File: src/rtl/command_decoder.sv
// rtl/command_decoder.sv - address/command byte-pair decoder driving a sensor request and a two-byte response
// Optional continuous-measurement mode is enabled by defining CONT_MODE_EN.
module command_decoder #(
  parameter int TIMEOUT = 2000
) (
  input  logic       clk_115200hz,
  input  logic       reset,
  input  logic [7:0] data,
  input  logic       control,
  input  logic       sensor_done,
  input  logic       sensor_ok,
  input  logic [7:0] sensor_value,
  input  logic       tx_ready,
  output logic [4:0] sensor_sel,
  output logic [1:0] cmd_op,
  output logic       sensor_req,
  output logic [7:0] tx_byte,
  output logic       tx_valid,
  output logic       overrun
);

  localparam logic [2:0] GET_ADDR    = 3'd0;
  localparam logic [2:0] GET_CMD     = 3'd1;
  localparam logic [2:0] CHECK       = 3'd2;
  localparam logic [2:0] REQUEST     = 3'd3;
  localparam logic [2:0] WAIT_SENSOR = 3'd4;
  localparam logic [2:0] SEND_CODE   = 3'd5;
  localparam logic [2:0] SEND_VALUE  = 3'd6;

  localparam int TW = $clog2(TIMEOUT + 1);

  logic [2:0]    state_q, state_d;
  logic          control_q, control_d;
  logic [7:0]    addr_q, addr_d;
  logic [7:0]    cmd_q, cmd_d;
  logic [7:0]    value_q, value_d;
  logic [4:0]    sensor_sel_q, sensor_sel_d;
  logic [1:0]    cmd_op_q, cmd_op_d;
  logic          sensor_req_q, sensor_req_d;
  logic [7:0]    tx_byte_q, tx_byte_d;
  logic          tx_valid_q, tx_valid_d;
  logic          overrun_q, overrun_d;
  logic [TW-1:0] timer_q, timer_d;

  logic       byte_event;
  logic       cmd_known;
  logic [1:0] op_decoded;
  logic       timer_expired;

  assign byte_event    = control & ~control_q;
  assign timer_expired = (timer_q == TW'(TIMEOUT - 1));

`ifdef CONT_MODE_EN
  logic cont_q, cont_d;
  logic err_resp;
  logic cont_set;

  assign cmd_known  = (cmd_q <= 8'd4);
  assign op_decoded = (cmd_q == 8'd3) ? 2'd1 : (cmd_q == 8'd4) ? 2'd2 : cmd_q[1:0];
  assign err_resp   = ((state_q == CHECK) && ((addr_q >= 8'd32) || !cmd_known)) ||
                      ((state_q == WAIT_SENSOR) && (sensor_done ? !sensor_ok : timer_expired));
  assign cont_set   = (state_q == CHECK) && (addr_q < 8'd32) && cmd_known && (cmd_q >= 8'd3);

  // A stray byte always cancels continuous mode, even in the cycle the flag would be set.
  always_comb begin
    cont_d = cont_q;
    if (cont_set) cont_d = 1'b1;
    if (err_resp) cont_d = 1'b0;
    if (byte_event && (state_q >= CHECK)) cont_d = 1'b0;
  end
`else
  assign cmd_known  = (cmd_q <= 8'd2);
  assign op_decoded = cmd_q[1:0];
`endif

  always_comb begin
    state_d      = state_q;
    control_d    = control;
    addr_d       = addr_q;
    cmd_d        = cmd_q;
    value_d      = value_q;
    sensor_sel_d = sensor_sel_q;
    cmd_op_d     = cmd_op_q;
    sensor_req_d = 1'b0;
    tx_byte_d    = tx_byte_q;
    tx_valid_d   = tx_valid_q;
    overrun_d    = byte_event && (state_q >= CHECK);
    timer_d      = '0;
    case (state_q)
      GET_ADDR: begin
        if (byte_event) begin
          addr_d  = data;
          state_d = GET_CMD;
        end
      end
      GET_CMD: begin
        if (byte_event) begin
          cmd_d   = data;
          state_d = CHECK;
        end
      end
      CHECK: begin
        if (addr_q >= 8'd32) begin
          tx_byte_d  = 8'hE0;
          value_d    = addr_q;
          tx_valid_d = 1'b1;
          state_d    = SEND_CODE;
        end else if (cmd_known) begin
          sensor_sel_d = addr_q[4:0];
          cmd_op_d     = op_decoded;
          state_d      = REQUEST;
        end else begin
          tx_byte_d  = 8'hE1;
          value_d    = cmd_q;
          tx_valid_d = 1'b1;
          state_d    = SEND_CODE;
        end
      end
      REQUEST: begin
        sensor_req_d = 1'b1;
        state_d      = WAIT_SENSOR;
      end
      WAIT_SENSOR: begin
        // sensor_done is checked first so it wins over a coincident timeout.
        if (sensor_done) begin
          tx_byte_d  = sensor_ok ? {6'd0, cmd_op_q} : 8'hE2;
          value_d    = sensor_ok ? sensor_value : {3'd0, sensor_sel_q};
          tx_valid_d = 1'b1;
          state_d    = SEND_CODE;
        end else if (timer_expired) begin
          tx_byte_d  = 8'hE3;
          value_d    = {3'd0, sensor_sel_q};
          tx_valid_d = 1'b1;
          state_d    = SEND_CODE;
        end else begin
          timer_d = timer_q + TW'(1);
        end
      end
      SEND_CODE: begin
        if (tx_ready) begin
          tx_byte_d = value_q;
          state_d   = SEND_VALUE;
        end
      end
      SEND_VALUE: begin
        if (tx_ready) begin
          tx_byte_d  = 8'h00;
          tx_valid_d = 1'b0;
`ifdef CONT_MODE_EN
          state_d    = (cont_q && !byte_event) ? REQUEST : GET_ADDR;
`else
          state_d    = GET_ADDR;
`endif
        end
      end
      default: state_d = GET_ADDR;
    endcase
  end

  always_ff @(posedge clk_115200hz) begin
    if (reset) begin
      state_q      <= GET_ADDR;
      control_q    <= 1'b1;
      addr_q       <= 8'h00;
      cmd_q        <= 8'h00;
      value_q      <= 8'h00;
      sensor_sel_q <= 5'd0;
      cmd_op_q     <= 2'd0;
      sensor_req_q <= 1'b0;
      tx_byte_q    <= 8'h00;
      tx_valid_q   <= 1'b0;
      overrun_q    <= 1'b0;
      timer_q      <= '0;
`ifdef CONT_MODE_EN
      cont_q       <= 1'b0;
`endif
    end else begin
      state_q      <= state_d;
      control_q    <= control_d;
      addr_q       <= addr_d;
      cmd_q        <= cmd_d;
      value_q      <= value_d;
      sensor_sel_q <= sensor_sel_d;
      cmd_op_q     <= cmd_op_d;
      sensor_req_q <= sensor_req_d;
      tx_byte_q    <= tx_byte_d;
      tx_valid_q   <= tx_valid_d;
      overrun_q    <= overrun_d;
      timer_q      <= timer_d;
`ifdef CONT_MODE_EN
      cont_q       <= cont_d;
`endif
    end
  end

  assign sensor_sel = sensor_sel_q;
  assign cmd_op     = cmd_op_q;
  assign sensor_req = sensor_req_q;
  assign tx_byte    = tx_byte_q;
  assign tx_valid   = tx_valid_q;
  assign overrun    = overrun_q;

endmodule

File: config.mk
export PLATFORM = sky130hd
export DESIGN_NAME = command_decoder
export DESIGN_NICKNAME = d
export VERILOG_FILES = /design/src/rtl/command_decoder.sv
export SDC_FILE = /design/constraint.sdc
export NUM_CORES = 1
export LEC_CHECK = 0
export BUFFER_PORTS_ARGS = -buffer_cell sky130_fd_sc_hd__clkbuf_2
export CORE_MARGIN = 2
export CORE_UTILIZATION = 30
export CTS_BUF_LIST = sky130_fd_sc_hd__clkbuf_2
export CTS_CLUSTER_DIAMETER = 80
export CTS_CLUSTER_SIZE = 24
export DETAILED_ROUTE_END_ITERATION = 8
export PLACE_DENSITY = 0.51
export SLEW_MARGIN = 20
export SYNTH_ARGS = -nofsm -noshare
export SYNTH_HDL_FRONTEND = slang
export SYNTH_SLANG_ARGS = --single-unit
File: constraint.sdc
create_clock -name clk_115200hz -period 2 [get_ports clk_115200hz]
set_input_delay 0.1 -clock clk_115200hz [delete_from_list [all_inputs] [get_ports clk_115200hz]]
set_output_delay 0.1 -clock clk_115200hz [all_outputs]
set_load 0.02 [all_outputs]
==> metrics.md, run 1 <==
| Metric | Value |
|---|---|
| Run status | `completed` |
| Detailed Route WL | `6530 um` |
| First-pass GRT wire length | `around 11000 um` |
| CTS tree | `yes` |
| Clk slew on worst S/H paths | `0.16 ns` |
| Dominant cells by area after synthesis | `dfxtp_1 43%, mux2i_1 13%, nor2_1 7.8%, o21ai_0 3.0%, o41ai_1 2.0%` |
| Largest family of logic cells by synthesized area | `simple AND/OR/NAND/NOR gates` |
| Register Area | `1140 um2` |
| Site row count | `34` |
| DR vias/cell | `4.81` |
| Share of post-route cells with drive strength above 1 | `23.3%` |
| Worst R2R Path Depth | `6` |
| Area delta synth->final | `22.6%` |
| Setup TNS | `0 ns` |
| Total grt overflow | `0` |
| Multiplexer share of the synthesized area | `13.2%` |
| Minimum clock period after layout | `1.79 ns` |
| RePlAce Congestion | `roughly 0.86` |
| Slew @ Worst Pin | `0.553 ns` |
| Critical path peak fanout | `14` |
| Ys Warns | `0` |
| Register-to-Register Setup Slack | `about 0.21 ns` |
| DRC | `0` |
| Cells after synthesis | `296` |
| Startpoint Class | `register` |
| Pwr per Cell Area | `613 nW/um2` |
| Cell variety after synth | `46` |
| Hold_ws | `between 0.05 and 0.06 ns` |
| Longest Clk Path Bufs | `2` |
| Crit end category | `register` |
| Net Count, Synth | `around 320` |
| Final Skew | `0.0251 ns` |
| Sequential area share after synthesis | `42.9%` |
| Slew Limit Fails | `0` |
| # clock sinks | `57` |
| WP data required | `roughly 2.4 ns` |
| Simple-gate portion of the synthesized area | `22.3%` |
| Ys flop type | `dfxtp_1` |
| ANT cells | `0` |
| CTS root buf | `clkbuf_2` |
| Average wire per standard cell | `around 14 um` |
| Vias in the first global route | `about 2300` |
| Post-synth EDFFs | `0` |
| Syn Area/Cell | `8.99 um2` |
| Async S/R FF share, synth | `0%` |
| Post-synth top area share | `42.9%` |
| Starting density of the core | `30.7%` |
| Overall Global Routing Usage | `14.6%` |
| Final setup vio count | `0` |
| Max frequency | `560 MHz` |
| Multi-input gate area | `1410 um2` |
| # IOs | `40` |
| Synth Area in Compound Gates | `about an eighth` |
| Port Buffer Count | `39` |
| Clock H-tree levels | `3` |
| Worst min path class | `input pin to register` |
| Static leakage | `0.00143 uW` |
| Initial antenna violation count | `0` |
| Count of state elements after synthesis | `57` |
| Clock buffer count from CTS | `9` |
| Hold EP | `value_q[6]` |
| Post-route ant nets | `0` |
| Relative slew margins | `between 60% and 70%` |
| Die Height | `98.2 um` |
| RSZ-0062 raised after global routing | `no` |
| Adder-cell share of the synthesized area | `0.470%` |
| Routed vias | `2251` |
| Detailed placement HPWL | `4630 um` |
| HP Start | `sensor_value[6]` |
| 1st-iter DRT viols | `86` |
| XOR/XNOR Fraction of Synth Area | `3.29%` |
| Cell count of the worst hold path | `5` |
| Fill count | `932` |
| IR drop worst, VDD | `0.301 mV` |
| Final Hold Viols | `0` |
| Setup Crit Path Kind | `register to register` |
| Core outline area | `8680 um2` |
| Mapped Area | `roughly 2700 um2` |
| Die Width | `98.2 um` |
| FF-to-FF Start | `timer_q[0]` |
| Period utilization | `89.3%` |
| Arr. time, crit path | `around 2.2 ns` |
| Skew-Pair Late Insertion Delay | `0.48 ns` |
| MaxCap Viol Count | `0` |
| 1st-pass router iterations | `4` |
| Area leader, netlist | `dfxtp_1` |
| Nets | `around 380` |
| R2R Path End | `tx_byte[7]` |
| Maximum number of pins on one net before global-route repair | `30` |
| Die footprint | `9640 um2` |
[state kept, by name, indices dropped and copies added (netlist names)]
register / count
control_q: 1
overrun: 1
addr_q: 8
tx_byte: 8
value_q: 8
sensor_sel: 5
timer_q: 11
tx_valid: 1
cmd_q: 8
cmd_op: 2
sensor_req: 1
state_q: 3
[synth_stat cells (3+ instances only)]
cell type  instances
dfxtp_1           57
nor2_1            55
mux2i_1           35
o21ai_0           16
clkbuf_1          10
nand2_1            9
a21oi_1            8
nand3_1            8
nor2b_1            8
and3_1             7
nand2b_1           7
nor3_1             7
o41ai_1            6
xnor2_1            6
nand4_1            5
a211oi_1           4
buf_2              4
xor2_1             4
buf_4              3
inv_1              3
[cell usage in the layout, fill, tap and decap left out, drive strengths merged, types with 2 or more instances in the layout]
master	instances
nor2b	8
dlygate4sd3	13
a211oi	5
xor2	4
buf	17
nor3b	3
nand2b	7
a21oi	10
nor3	7
or2	2
nand2	9
a311oi	2
clkbuf	49
and3	7
dfxtp	57
inv	3
xnor2	6
nand3	8
clkinv	5
a31o	2
o41ai	6
nor2	55
mux2i	35
a221oi	2
o21ai	19
or3	2
nand4	5
[worst max path at each step]
stage / from / to / slack, ns / cells past startpoint
after floorplan: timer_q[0] / tx_byte[0] / 0.23 / 7
after global placement: timer_q[0] / tx_byte[2] / 0.22 / 6
after detailed placement: timer_q[0] / tx_byte[2] / 0.15 / 6
after CTS: timer_q[0] / tx_byte[2] / 0.12 / 6
after global routing: cmd_q[4] / tx_byte[2] / 0.03 / 7
final: timer_q[0] / tx_byte[7] / 0.21 / 6
[metrics by stage]
| stage | total power, uW | instances | worst slack [ns] | area (um2) | utilization [%] |
|---|---|---|---|---|---|
| 6_report | 2000 | 468 | 0.214 | 3260 | 37.6 |
| 5_1_grt | 2100 | 468 | 0.0286 | 3260 | 37.6 |
| 4_1_cts | 2030 | 468 | 0.120 | 3250 | 37.5 |
| 3_5_place_dp | 1330 | 440 | 0.154 | 3020 | 34.8 |
| 3_3_place_gp | 1330 | 440 | 0.223 | 3020 | 34.8 |
| 2_1_floorplan | 1270 | 296 | 0.226 | 2660 | - |
[area by class of cell]
class / count / area share (%)
Sequential cell: 57 / 35.0
Tap cell: 108 / 4.14
Inverter: 4 / 0.460
Clock inverter: 5 / 1.46
Clock buffer: 10 / 1.53
Multi-Input combinational cell: 215 / 43.1
Timing Repair Buffer: 69 / 14.3
[cells by family after synthesis]
| group | after synthesis |
|---|---|
| muxes | 35 |
| xor gates and xnor gates | 10 |
| DFF | 57 |
| and+or+nand+nor | 119 |
| adders and majority gates | 1 |
| AOI/OAI and AO/OA | 50 |
| buffers and inverters | 24 |
[repair_timing]
action / in CTS / in global routing
hold endpoints to repair: 20 / 0
hold buffers: 13 / 0
resized for setup: 0 / 2
endpoints found under the setup margin: 0 / 4
buffers inserted: 0 / 0
[worst max-delay path, cell delays in order, from the launching register on]
cell and delay [ns]:
dfxtp_1 0.37, ha_1 0.18, and3_2 0.25, a31oi_4 0.12
or2_1 0.24, buf_4 0.19, o41ai_1 0.36
[power breakdown]
part           internal (uW)  switching, uW
registers               1150           7.68
clock network            276            402
logic                   78.2           88.8
total                   1500            499
[metal layers]
| layer | routed length, um | share of wire [%] | global-route usage, % | up-vias |
|---|---|---|---|---|
| met5 | 0 | 0 | 0 | - |
| met1 | 3130 | 48 | 19.0 | 1042 |
| met4 | 84 | 1.3 | 5.37 | 0 |
| met3 | 261 | 4.0 | 3.65 | 7 |
| met2 | 3060 | 47 | 23.4 | 42 |
| li1 | - | - | - | 1160 |
Note: power is estimated with default switching activity, not from simulation.
==> inputs of run 2 (changes only) <==
==> constraint.sdc (replaced) <==
create_clock -name clk_115200hz -period 2 [get_ports clk_115200hz]
set_input_delay 0 -clock clk_115200hz [delete_from_list [all_inputs] [get_ports clk_115200hz]]
set_output_delay 0 -clock clk_115200hz [all_outputs]
set_load 0.02 [all_outputs]
==> run 2 against run 1 <==
Net effect: sequential power is essentially flat; first-iteration DRC count increased by 3.5%; combinational power rose by 5%; sequential share of layout area fell by 0.50 points; setup slack worse by 0.031 ns; power is 2.7% lower; sequential cell count unchanged; core utilization rose by 0.55 points; clock power fell by 9.4%; critical path type unchanged; highest routed layer unchanged.
==> metrics.md, run 2 (synthesized netlist as in run 1, its figures left out) <==
| Metric | Value |
|---|---|
| Final setup vio count | `0 (unchanged)` |
| Die Width | `98.2 um (unchanged)` |
| Worst path max stage delay | `0.37 ns (about the same)` |
| Final cell count without fillers | `477 (+1.9%)` |
| 1st-pass router iterations | `4 (unchanged)` |
| # IOs | `40 (unchanged)` |
| Skew-Pair Late Insertion Delay | `0.51 ns (+0.03 ns)` |
| Most frequent cells in the layout | `57 x dfxtp_1, 55 x nor2_1, 48 x clkbuf_2` |
| Startpoint Class | `register` |
| Largest Register | `timer_q` |
| Port Buffer Count | `39 (unchanged)` |
| Average wire per standard cell | `13.9 um (-0.46%)` |
| Slew @ Worst Pin | `0.546 ns (-0.00727 ns)` |
| Detailed Route WL | `6630 um (+1.5%)` |
| Nets | `387 (+2.1%)` |
| Slew Limit Fails | `0 (unchanged)` |
| Worst min path class | `input pin to register` |
| CTS root buf | `clkbuf_2` |
| Max frequency | `550 MHz (-1.7%)` |
| Site row count | `34 (unchanged)` |
| RePlAce Congestion | `0.828 (-3.3%)` |
| Delay-heaviest family, CP | `simple AND/OR/NAND/NOR gates` |
| DRC | `0 (unchanged)` |
| Crit end category | `register` |
| Register Area | `1140 um2 (unchanged)` |
| Setup TNS | `0 ns (unchanged)` |
| ANT cells | `0 (unchanged)` |
| RSZ-0062 raised after global routing | `no` |
| Share of post-route cells with drive strength above 1 | `23.8% (+0.51 points)` |
| Relative slew margins | `63.6% (+0.48 points)` |
| Arr. time, crit path | `2.21 ns (+0.04 ns)` |
| Crit-path slowest cell | `dfxtp_1` |
| Final setup margin | `0.183 ns (-0.0310 ns)` |
| Cell Count Post-Placement | `443 (+0.68%)` |
| Clock H-tree levels | `3 (unchanged)` |
| Fill count | `923 (-0.97%)` |
| Vias in the first global route | `2253 (+0.13%)` |
| Core outline area | `8680 um2 (unchanged)` |
| Starting density of the core | `30.7% (unchanged)` |
| Clk slew on worst S/H paths | `0.16 ns (about the same)` |
| Initial antenna violation count | `0 (unchanged)` |
| # clock sinks | `57 (unchanged)` |
| IR drop worst, VDD | `0.376 mV (+25%)` |
| Setup Crit Path Kind | `register to register` |
| Multi-input gate area | `1400 um2 (-0.53%)` |
| Period utilization | `90.8% (+1.6 points)` |
| Detailed placement HPWL | `4650 um (+0.30%)` |
| Clock buffer count from CTS | `9 (unchanged)` |
| Die Height | `98.2 um (unchanged)` |
| Post-place setup slack | `0.174 ns (+0.0202 ns)` |
| Overall Global Routing Usage | `14.8% (+0.19 points)` |
| Static leakage | `0.00143 uW (+0.46%)` |
| Minimum clock period after layout | `1.82 ns (+0.0310 ns)` |
| Die footprint | `9640 um2 (unchanged)` |
| Area delta synth->final | `24.4%` |
| Post CTS Setup Buffer Count | `0 (unchanged)` |
| Final Skew | `0.0305 ns (+0.00541 ns)` |
| First-pass GRT wire length | `11300 um (+1.0%)` |
| 1st-iter DRT viols | `89 (+3.5%)` |
| Pwr per Cell Area | `588 nW/um2 (-4.1%)` |
| Critical path peak fanout | `14 (unchanged)` |
| Post-route ant nets | `0 (unchanged)` |
| Routed vias | `2330 (+3.5%)` |
| CTS tree | `yes` |
| Longest Clk Path Bufs | `2 (unchanged)` |
| DR vias/cell | `4.88 (+1.6%)` |
| Worst path cell trace | `ha_1 > and3_2 > a31oi_4 > or2_1 > buf_4 > o41ai_1` |
| Most common cell after layout, fill and taps aside | `dfxtp_1` |
| Max reg flops | `11 (unchanged)` |
| Total grt overflow | `0 (unchanged)` |
| MaxCap Viol Count | `0 (unchanged)` |
| WP data required | `2.39 ns (about the same)` |
| Final Hold Viols | `0 (unchanged)` |
| Run status | `completed` |
| Maximum number of pins on one net before global-route repair | `27 (-10%)` |
| Crit path buf inv count | `1 (unchanged)` |
==> run 2: cell type report <==
| cell class | count | share of cell area (%) |
|---|---|---|
| Sequential cell | 57 | 34.5 |
| Multi-Input combinational cell | 215 | 42.3 |
| Clock inverter | 7 | 1.44 |
| Clock buffer | 9 | 1.36 |
| Inverter | 4 | 0.454 |
| Tap cell | 108 | 4.08 |
| Timing Repair Buffer | 77 | 15.9 |
==> run 2: timing repair <==
| action | CTS | global route |
|---|---|---|
| gates resized for setup | 0 | 1 |
| hold endpoints to repair | 28 | 0 |
| hold buffers | 18 | 0 |
| setup endpoints to repair | 0 | 4 |
==> run 2: metal layers <==
metal	up-vias	GRT usage (%)	routed length, um
li1	1184	-	-
met2	51	22.7	3020
met3	11	4.87	303
met5	-	0	0
met1	1084	19.5	3200
met4	0	5.27	102
==> run 2: worst reg2reg max path, delay by kind of cell (launching register included) <==
| kind | cells | cell delay (ns) |
|---|---|---|
| buffers and inverters | 1 | 0.18 |
| DFF | 1 | 0.37 |
| adders and majority gates | 1 | 0.19 |
| and+or+nand+nor | 2 | 0.50 |
| AOI/OAI and AO/OA | 2 | 0.48 |
==> run 2: report_power, final <==
| group | switching, uW | total [uW] | leakage [uW] | internal [uW] |
|---|---|---|---|---|
| logic | 90.9 | 175 | 0.000926 | 84.5 |
| clock network | 458 | 614 | 0.0000476 | 156 |
| registers | 7.72 | 1150 | 0.000460 | 1150 |
==> run 2: worst paths after layout <==
| path | from | end | slack (ns) | cells past startpoint |
|---|---|---|---|---|
| worst min-delay path | sensor_value[2] | value_q[2] | 0.06 | 5 |
| worst min register to register | timer_q[0] | timer_q[0] | 0.45 | 1 |
| worst max register to register | timer_q[0] | tx_byte[2] | 0.18 | 6 |
| worst max-delay path | timer_q[0] | tx_byte[2] | 0.18 | 6 |
==> run 2: stage by stage <==
stage	util (%)	instance area (um2)	total power [uW]	hold WS [ns]
after floorplan	-	2660	1270	0.107
after global placement	35.0	3030	1330	0.219
after detailed placement	35.0	3030	1330	0.223
after CTS	38.1	3310	1970	0.00809
after global routing	38.1	3310	2040	0.0512
final	38.1	3310	1940	0.0563
